### src/rtl/eight_bus_pkg.sv
// Shared types and defaults for the two-requester byte bus arbiter.
`timescale 1ns/1ps
package eight_bus_pkg;

    typedef enum logic [1:0] {
        ST_IDLE  = 2'd0,
        ST_ISSUE = 2'd1,
        ST_WAIT  = 2'd2
    } state_t;

    localparam int DEFAULT_TIMEOUT = 16;

endpackage

### src/rtl/rr_arbiter2.sv
// Two-way round-robin pick: a lone request always wins, a tie goes to the
// requester that was not served last.
`timescale 1ns/1ps
module rr_arbiter2 (
    input  logic [1:0] req,
    input  logic       last_served,
    output logic       grant_id,
    output logic       grant_valid
);

    always_comb begin
        grant_valid = |req;
        grant_id    = 1'b0;
        if (req == 2'b11) begin
            grant_id = ~last_served;
        end else if (req[1]) begin
            grant_id = 1'b1;
        end
    end

endmodule

### src/rtl/eight_bus_arbiter.sv
// Arbitrates two byte requesters onto one downstream bus interface with a
// one-cycle issue strobe, bounded ready wait and sticky error reporting.
`timescale 1ns/1ps
module eight_bus_arbiter
    import eight_bus_pkg::*;
#(
    parameter int TIMEOUT = DEFAULT_TIMEOUT
) (
    input  logic       clk,
    input  logic       rst,
    input  logic [1:0] req,
    input  logic [7:0] data0,
    input  logic [7:0] data1,
    output logic [1:0] ack,
    input  logic       readyToAccept,
    input  logic       busError,
    output logic       dataReady,
    output logic [7:0] eightBitInp,
    output logic       errFlag,
    output logic       errSrc,
    output logic       timeoutFlag,
    input  logic       errClear
);

    localparam int CNT_W = (TIMEOUT < 2) ? 1 : $clog2(TIMEOUT);
    localparam logic [CNT_W-1:0] CNT_LAST = CNT_W'(TIMEOUT - 1);

    state_t           state_reg, state_next;
    logic             grant_reg, grant_next;
    logic             last_served_reg, last_served_next;
    logic [7:0]       hold_reg, hold_next;
    logic [CNT_W-1:0] wait_cnt_reg, wait_cnt_next;
    logic             err_flag_reg, err_flag_next;
    logic             err_src_reg, err_src_next;
    logic             timeout_flag_reg, timeout_flag_next;

    logic arb_id;
    logic arb_valid;
    logic bus_err_event;
    logic timeout_event;

    rr_arbiter2 u_rr (
        .req         (req),
        .last_served (last_served_reg),
        .grant_id    (arb_id),
        .grant_valid (arb_valid)
    );

    always_ff @(posedge clk) begin
        if (rst) begin
            state_reg        <= ST_IDLE;
            grant_reg        <= 1'b0;
            last_served_reg  <= 1'b1;
            hold_reg         <= 8'd0;
            wait_cnt_reg     <= '0;
            err_flag_reg     <= 1'b0;
            err_src_reg      <= 1'b0;
            timeout_flag_reg <= 1'b0;
        end else begin
            state_reg        <= state_next;
            grant_reg        <= grant_next;
            last_served_reg  <= last_served_next;
            hold_reg         <= hold_next;
            wait_cnt_reg     <= wait_cnt_next;
            err_flag_reg     <= err_flag_next;
            err_src_reg      <= err_src_next;
            timeout_flag_reg <= timeout_flag_next;
        end
    end

    always_comb begin
        state_next        = state_reg;
        grant_next        = grant_reg;
        last_served_next  = last_served_reg;
        hold_next         = hold_reg;
        wait_cnt_next     = wait_cnt_reg;
        err_flag_next     = err_flag_reg;
        err_src_next      = err_src_reg;
        timeout_flag_next = timeout_flag_reg;
        timeout_event     = 1'b0;
        bus_err_event     = busError && ((state_reg == ST_ISSUE) || (state_reg == ST_WAIT));

        case (state_reg)
            ST_IDLE: begin
                // Requests are only looked at here, so a dropped request is simply never seen.
                if (arb_valid && readyToAccept) begin
                    grant_next       = arb_id;
                    last_served_next = arb_id;
                    hold_next        = arb_id ? data1 : data0;
                    state_next       = ST_ISSUE;
                end
            end
            ST_ISSUE: begin
                wait_cnt_next = '0;
                state_next    = ST_WAIT;
            end
            ST_WAIT: begin
                if (readyToAccept) begin
                    state_next = ST_IDLE;
                end else if (wait_cnt_reg == CNT_LAST) begin
                    timeout_event = 1'b1;
                    state_next    = ST_IDLE;
                end else begin
                    wait_cnt_next = wait_cnt_reg + 1'b1;
                end
            end
            default: state_next = ST_IDLE;
        endcase

        // A fresh error beats a simultaneous clear; otherwise the first source sticks.
        if (bus_err_event || timeout_event) begin
            err_flag_next = 1'b1;
            if (!err_flag_reg || errClear) begin
                err_src_next = grant_reg;
            end
        end else if (errClear) begin
            err_flag_next = 1'b0;
            err_src_next  = 1'b0;
        end

        if (timeout_event) begin
            timeout_flag_next = 1'b1;
        end else if (errClear) begin
            timeout_flag_next = 1'b0;
        end
    end

    generate
        for (genvar gi = 0; gi < 2; gi++) begin : g_ack
            assign ack[gi] = (state_reg == ST_ISSUE) && (grant_reg == 1'(gi));
        end
    endgenerate

    assign dataReady   = (state_reg == ST_ISSUE);
    assign eightBitInp = hold_reg;
    assign errFlag     = err_flag_reg;
    assign errSrc      = err_src_reg;
    assign timeoutFlag = timeout_flag_reg;

endmodule

### config.mk
export PLATFORM = sky130hd
export DESIGN_NAME = eight_bus_arbiter
export DESIGN_NICKNAME = d
export VERILOG_FILES = /design/src/rtl/eight_bus_pkg.sv /design/src/rtl/rr_arbiter2.sv /design/src/rtl/eight_bus_arbiter.sv
export SDC_FILE = /design/constraint.sdc
export NUM_CORES = 1
export LEC_CHECK = 0
export BUFFER_PORTS_ARGS = -buffer_cell sky130_fd_sc_hd__clkbuf_2
export CAP_MARGIN = 0
export CELL_PAD_IN_SITES_DETAIL_PLACEMENT = 0
export CELL_PAD_IN_SITES_GLOBAL_PLACEMENT = 1
export CORE_MARGIN = 5
export CORE_UTILIZATION = 37
export DETAILED_ROUTE_END_ITERATION = 8
export MAX_ROUTING_LAYER = met4
export PLACE_DENSITY = 0.81
export SYNTH_ARGS = -nofsm -noshare
export SYNTH_HDL_FRONTEND = slang
export SYNTH_HIERARCHICAL = 1
export SYNTH_SLANG_ARGS = --single-unit
### constraint.sdc
create_clock -name clk -period 2.5 [get_ports clk]
set_input_delay 0.375 -clock clk [delete_from_list [all_inputs] [get_ports clk]]
set_output_delay 0.375 -clock clk [all_outputs]
set_load 0.005 [all_outputs]
# Word-level counts from Yosys, hierarchy flattened
# Cells that the tools add are included.
[classes] shifts=0 n_lt_le_gt_ge=0 addsub=1 reduce_logical=17 div=0 multipliers=0 eq_ne=9 mux=18 bitwise_logic=2
[op_table] operator="$mux 1" n=10
[op_table] operator="$mux 4" n=2
[op_table] operator="$mux 8" n=1
[op_table] operator="$pmux 4 s2" n=1
[op_table] operator="$mux 2" n=3
[op_table] operator="$ne 2x2->1 const B" n=3
[op_table] operator="$pmux 2 s3" n=1
[op_table] operator="$reduce_and 2->1" n=3
[op_table] operator="$reduce_bool 2->1" n=3
[op_table] operator="$add 4x1->4 const B" n=1
[op_table] operator="$eq 2x2->1 const B" n=2
[op_table] operator="$eq 4x4->1 const B" n=1
[op_table] operator="$logic_and 1x1->1" n=4
[op_table] operator="$logic_or 1x1->1" n=3
[op_table] operator="$ne 3x2->1 const B" n=1
[op_table] operator="$reduce_and 3->1" n=1
[op_table] operator="$eq 2x1->1 const B" n=1
[op_table] operator="$logic_not 2->1" n=1
[op_table] operator="$ne 2x1->1 const B" n=1
[op_table] operator="$not 1->1" n=2
[op_table] operator="$reduce_or 2->1" n=1
[op_table] operator="$logic_not 1->1" n=1
[word_totals] input_bits=23 elab_cells=55 output_inout_bits=14 ram_bits=0 n_memories=0 reg_bits=19 mem_bits_ro=0 latchBits=0

# Logic depth before layout (Yosys ltp)
[logic_depth] depth_word=7 mapped_depth=7 ltp_nobuf=6

# By module
# Netlist, hierarchy kept.
[modules_own_cells] mod="eight_bus_arbiter" instances=1 cells_each=99 area_each_um2=942.2 seq_area_each_um2=380.4
[modules_own_cells] mod="rr_arbiter2" instances=1 cells_each=2 area_each_um2=13.8 seq_area_each_um2=0.0

# Worst setup path before layout
# No wires, ideal clock.
[synth_timing] kind="reg2reg" startpoint="register state_reg[0]" endpoint="register state_reg[1]" synth_period_minus_slack_ns=1.359 path_slack_ns=1.141 path_stages_with_launch=8 n_path_buf=1 setup_ns=0.119 arrival_ns=1.241 t_required_ns=2.381 cell_sequence="dfxtp_1 > inv_1 > ha_1 > nor2b_1 > buf_4 > a22oi_2 > mux2i_1 > nor2_1"
[synth_between] elab_chain_len=3 word_cells_on_any_way=7 cone_classes="4 x eq/ne; 1 x mux; 2 x reduce/logical"
[synth_rtl] item="start: declaration" line_no="eight_bus_arbiter.sv:28" rtl="state_t state_reg, state_next;"
[synth_rtl] item="start signal: assignment" line_no="eight_bus_arbiter.sv:60" rtl="state_reg <= state_next;"
[synth_rtl] item="$eq 2x2->1 or $logic_not 2->1 (tied branches)" line_no="eight_bus_arbiter.sv:83" rtl="case (state_reg)"
[synth_rtl] item="$ne 3x2->1 (no source line) or $ne 2x2->1 (tied branches)"
[synth_rtl] item="$reduce_and 2->1 (no source line)"
# Parallel ways exist; a longest one is shown, timed or not.
# A chain may end at the register's enable or synchronous reset.

# Worst setup path in the final report
[layout_timing] startpoint="register state_reg[0]" endpoint="register err_src_reg (netlist: errSrc)"
[layout_between] elab_chain_len=6 word_cells_on_any_way=10 cone_classes="3 x eq/ne; 2 x mux; 5 x reduce/logical"
[layout_rtl] item="$eq 2x1->1 or $eq 2x2->1 (tied branches)" line_no="eight_bus_arbiter.sv:81, eight_bus_arbiter.sv:83"
[layout_rtl] item="$logic_or 1x1->1" line_no="eight_bus_arbiter.sv:81" rtl="bus_err_event = busError && ((state_reg == ST_ISSUE) || (state_reg == ST_WAIT));"
[layout_rtl] item="$logic_and 1x1->1" line_no="eight_bus_arbiter.sv:81"
[layout_rtl] item="$logic_or 1x1->1 (*)" line_no="eight_bus_arbiter.sv:111" rtl="if (bus_err_event || timeout_event) begin"
[layout_rtl] item="$ne 2x1->1 (no source line) or $reduce_bool 2->1 (tied branches)"
[layout_rtl] item="$reduce_and 2->1 (no source line)"
[layout_rtl] item="end signal: assignment" line_no="eight_bus_arbiter.sv:66" rtl="err_src_reg <= err_src_next;"
[layout_rtl] item="end: declaration" line_no="eight_bus_arbiter.sv:34" rtl="logic err_src_reg, err_src_next;"
# Mark *: on every way between the ends. The rest lies on a longest branch, timed or not.

==> summary.md <==
The number of cells traversed by the worst hold path works out to 3. On the critical path, the stage with the largest delay is an instance of sky130_fd_sc_hd__nor2b_1. Adding up every negative setup slack in the final design gives 0 ns. After legalization and detailed placement, the total HPWL measured 1.58 mm. The synthesized netlist contains 32 unique library cells. Entering global routing, the biggest net connects 20 pins.

The portion of the post-synthesis area used by sequential elements is 0.398. The area share of the largest cell type after synthesis is 0.398. Highest fanout seen on the critical path: 8. The final hold violation count came out at 0. The run gives 0 as the number of antenna cells inserted.

Weighted congestion reported at the end of routability-driven placement: 0.825. 37 I/O pins were placed. The startpoint class of the critical path was a flip-flop. The worst setup path is captured at a flip-flop.

The vertical die dimension works out to 60.8 µm. Residual overflow from global routing: 0. The count of input and output buffers was 36; the fraction of the cycle the final worst path needs was 0.692. The shortest period the worst path allows was 1.73 ns. The number of antenna violations at the first check in global routing is 0, and the number of cell rows is 18. The die covers 3700 µm². The total track usage is 0.127, and the leakage component of the power is 0.530 nW. The run gives 956 µm² as the cell area after synthesis. The dominant cell type by area after synthesis is sky130_fd_sc_hd__dfxtp_1.

Fill cells in the final layout number 269. The worst hold path belongs to the class in2reg. The proportion of layout cells with a drive suffix above 1 was 0.346; the final setup violation count was 0.

The floorplan step set the die width to 60.8 µm. Mean cell area of the mapped netlist: 9.46 µm². The buffer type at the clock tree root was sky130_fd_sc_hd__clkbuf_4. The largest single stage delay on the critical path is 0.53 ns. Path depth of the worst reg2reg path: 6. The synthesized design contains 19 register bits. The worst path setup slack after routing is 0.771 ns, and the number of routed nets with antenna violations is 0.

The post-synth net total is 128, and the max-capacitance violation count is 0. The kind of critical path was reg2reg. The worst slack after detailed placement is 0.757 ns. For the worst relative slew slack, the log shows 0.580.

For this block, the initial DRC count from the detailed router was 10. Clock tree synthesis inserted a total of 3 buffers. Summing over every cut layer, the via total after detailed routing is 827. The power density over the cells is 556 nW/µm².

Max-slew violation count: 0. The number of remaining DRC errors came out at 0. In the routed layout, each cell is associated on average with a via count of 4.98. The placeable core region was 2480 µm². The clock passes through at most 2 buffers.

Synthesis produced a netlist whose cell count is 101. The first-pass iteration count of the detailed router was 4. The tools report the number of cells upsized or downsized after cts as 0.

The flow ran to the end, and the final reports show no timing, DRC or antenna violations. Data on the critical path is required at its endpoint by 2.69 ns. During synthesis, Yosys emitted a total of 6 warnings. The register with the most flip-flops in the layout has 8 of them.

The first global-routing pass estimated 3.54 mm of wire. The logs give 867 for the via count of the first global-routing pass and 2.00 mm for the wire length after detailed routing. Summing internal, switching and leakage power gives 0.642 mW. The clock drives 19 sinks. The logs give 0.386 for the effective utilization at floorplan and 1 for the H-tree level count. The number of setup buffers added after CTS is 0. Walking the worst path, the cells encountered are inv_1 -> ha_1 -> nor2b_1 -> a22oi_1 -> o211ai_1 -> o21ai_0. Number of hold buffers added after CTS: 0. Timing would allow up to 0.578 GHz.

TritonCTS built the clock tree. STA puts the critical path data arrival time at 1.92 ns. The latest clock arrival within the worst-skew pair was 0.30 ns.

At the pin with the least slew margin, the transition time is 0.628 ns. For the number of nets in the finished design, the log shows 164. The worst hold margin came out at 0.385 ns. Setup repair after global routing left no endpoint under its margin. In the post-synthesis netlist, the biggest area contributors are sky130_fd_sc_hd__dfxtp_1 40%, sky130_fd_sc_hd__mux2i_1 9.4%, sky130_fd_sc_hd__a211oi_1 6.3%, sky130_fd_sc_hd__ha_1 5.2%, sky130_fd_sc_hd__nor2_1 5.1%. The clock input transition at the sequential cells of the worst setup and hold paths came out at 0.10 ns. Dividing the detail-routed wire length by the instance count gives 12.0 µm.

IR analysis of the VDD net gives a maximum drop of 270 µV. The maximum clock skew at final layout was 0.00351 ns; the area added between synthesis and finish was 20.8%.
## power breakdown
part           internal [mW]  leakage (nW)  switching, mW
sequential             0.326         0.156         0.0133
combinational         0.0699         0.359         0.0750
clock                 0.0622        0.0150         0.0951
## final timing paths
kind	from	end	slack, ns
max	state_reg[0]	errSrc	0.77
min	data0[5]	eightBitInp[5]	0.38
max reg2reg	state_reg[0]	errSrc	0.77
min reg2reg	last_served_reg	last_served_reg	0.48
## metrics by stage
step,util,area (µm²),std cells
final,0.466,1150,166
after detailed placement,0.456,1130,162
after CTS,0.466,1150,166
after global routing,0.466,1150,166
after global placement,0.456,1130,162
after floorplan,-,956,101
## cells in the mapped netlist
master                     instances
sky130_fd_sc_hd__or2_1             1
sky130_fd_sc_hd__nand2_4           1
sky130_fd_sc_hd__xor2_1            2
sky130_fd_sc_hd__a211oi_2          1
sky130_fd_sc_hd__and2_1            1
sky130_fd_sc_hd__nand2b_1          3
sky130_fd_sc_hd__a21boi_1          1
sky130_fd_sc_hd__buf_4             1
sky130_fd_sc_hd__a21oi_1           5
sky130_fd_sc_hd__o211ai_1          1
sky130_fd_sc_hd__nand3b_1          1
sky130_fd_sc_hd__nor2_1           13
sky130_fd_sc_hd__buf_12            1
sky130_fd_sc_hd__mux2_4            1
sky130_fd_sc_hd__inv_1             2
sky130_fd_sc_hd__nand3_2           1
sky130_fd_sc_hd__ha_1              4
sky130_fd_sc_hd__nand3_1           3
sky130_fd_sc_hd__a22oi_1           1
sky130_fd_sc_hd__a31oi_1           1
sky130_fd_sc_hd__dfxtp_1          19
sky130_fd_sc_hd__a211oi_1          8
sky130_fd_sc_hd__buf_6             1
sky130_fd_sc_hd__nand2_1           5
sky130_fd_sc_hd__nor2_2            2
sky130_fd_sc_hd__o21ai_0           1
sky130_fd_sc_hd__clkbuf_1          1
sky130_fd_sc_hd__a22oi_2           1
sky130_fd_sc_hd__and3_1            4
sky130_fd_sc_hd__mux2i_1           9
sky130_fd_sc_hd__buf_2             2
sky130_fd_sc_hd__nor2b_1           3
## cell type report
cell class                      instances  area (µm²)  share of cell area
Sequential cell                        19         380               0.329
Multi-Input combinational cell         74         515               0.446
Timing Repair Buffer                   37         188               0.163
Clock buffer                            4        26.3              0.0228
Inverter                                2        7.51             0.00650
Tap cell                               30        37.5              0.0325
## cells in the final DEF (no fill, tap or decap), types with 2 or more instances in the layout
cell type / netlist / routed
sky130_fd_sc_hd__nor2_1: 13 / 13
sky130_fd_sc_hd__ha_1: 4 / 4
sky130_fd_sc_hd__and3_1: 4 / 4
sky130_fd_sc_hd__a21oi_1: 5 / 5
sky130_fd_sc_hd__nor2b_1: 3 / 3
sky130_fd_sc_hd__clkbuf_2: 0 / 36
sky130_fd_sc_hd__nand2b_1: 3 / 3
sky130_fd_sc_hd__nor2_2: 2 / 2
sky130_fd_sc_hd__inv_1: 2 / 2
sky130_fd_sc_hd__nand3_1: 3 / 3
sky130_fd_sc_hd__dfxtp_1: 19 / 19
sky130_fd_sc_hd__xor2_1: 2 / 2
sky130_fd_sc_hd__nand2_1: 5 / 5
sky130_fd_sc_hd__mux2i_1: 9 / 9
sky130_fd_sc_hd__a211oi_1: 8 / 8
sky130_fd_sc_hd__clkbuf_4: 0 / 3
## worst max-delay path: cells and delay by family, from the launching register on
kind | cells | cell delay, ns
AO/OA/AOI/OAI | 3 | 0.49
adder cells (fa/ha/maj) | 1 | 0.17
buffers and inverters | 1 | 0.10
flip-flops | 1 | 0.33
AND/OR/NAND/NOR | 1 | 0.53
## per-layer routing
layer / part of all wire / global-route usage / vias to the layer above
met2: 0.44 / 0.211 / 35
met3: 0.086 / 0.0255 / 3
met4: 0.013 / 0.0464 / 0
met5: 0 / - / -
met1: 0.46 / 0.151 / 368
li1: - / - / 421
## kinds of logic (layout without fill, tap and decap cells)
| logic type | after synthesis | after routing | synth area share |
|---|---|---|---|
| AOI/OAI and AO/OA | 20 | 20 | 0.151 |
| muxes | 10 | 10 | 0.110 |
| and+or+nand+nor | 38 | 38 | 0.208 |
| xor gates and xnor gates | 2 | 2 | 0.0183 |
| buffers and inverters | 8 | 43 | 0.0628 |
| adders and majority gates | 4 | 4 | 0.0524 |
| DFF | 19 | 19 | 0.398 |
(Power assumes the default switching activity.)
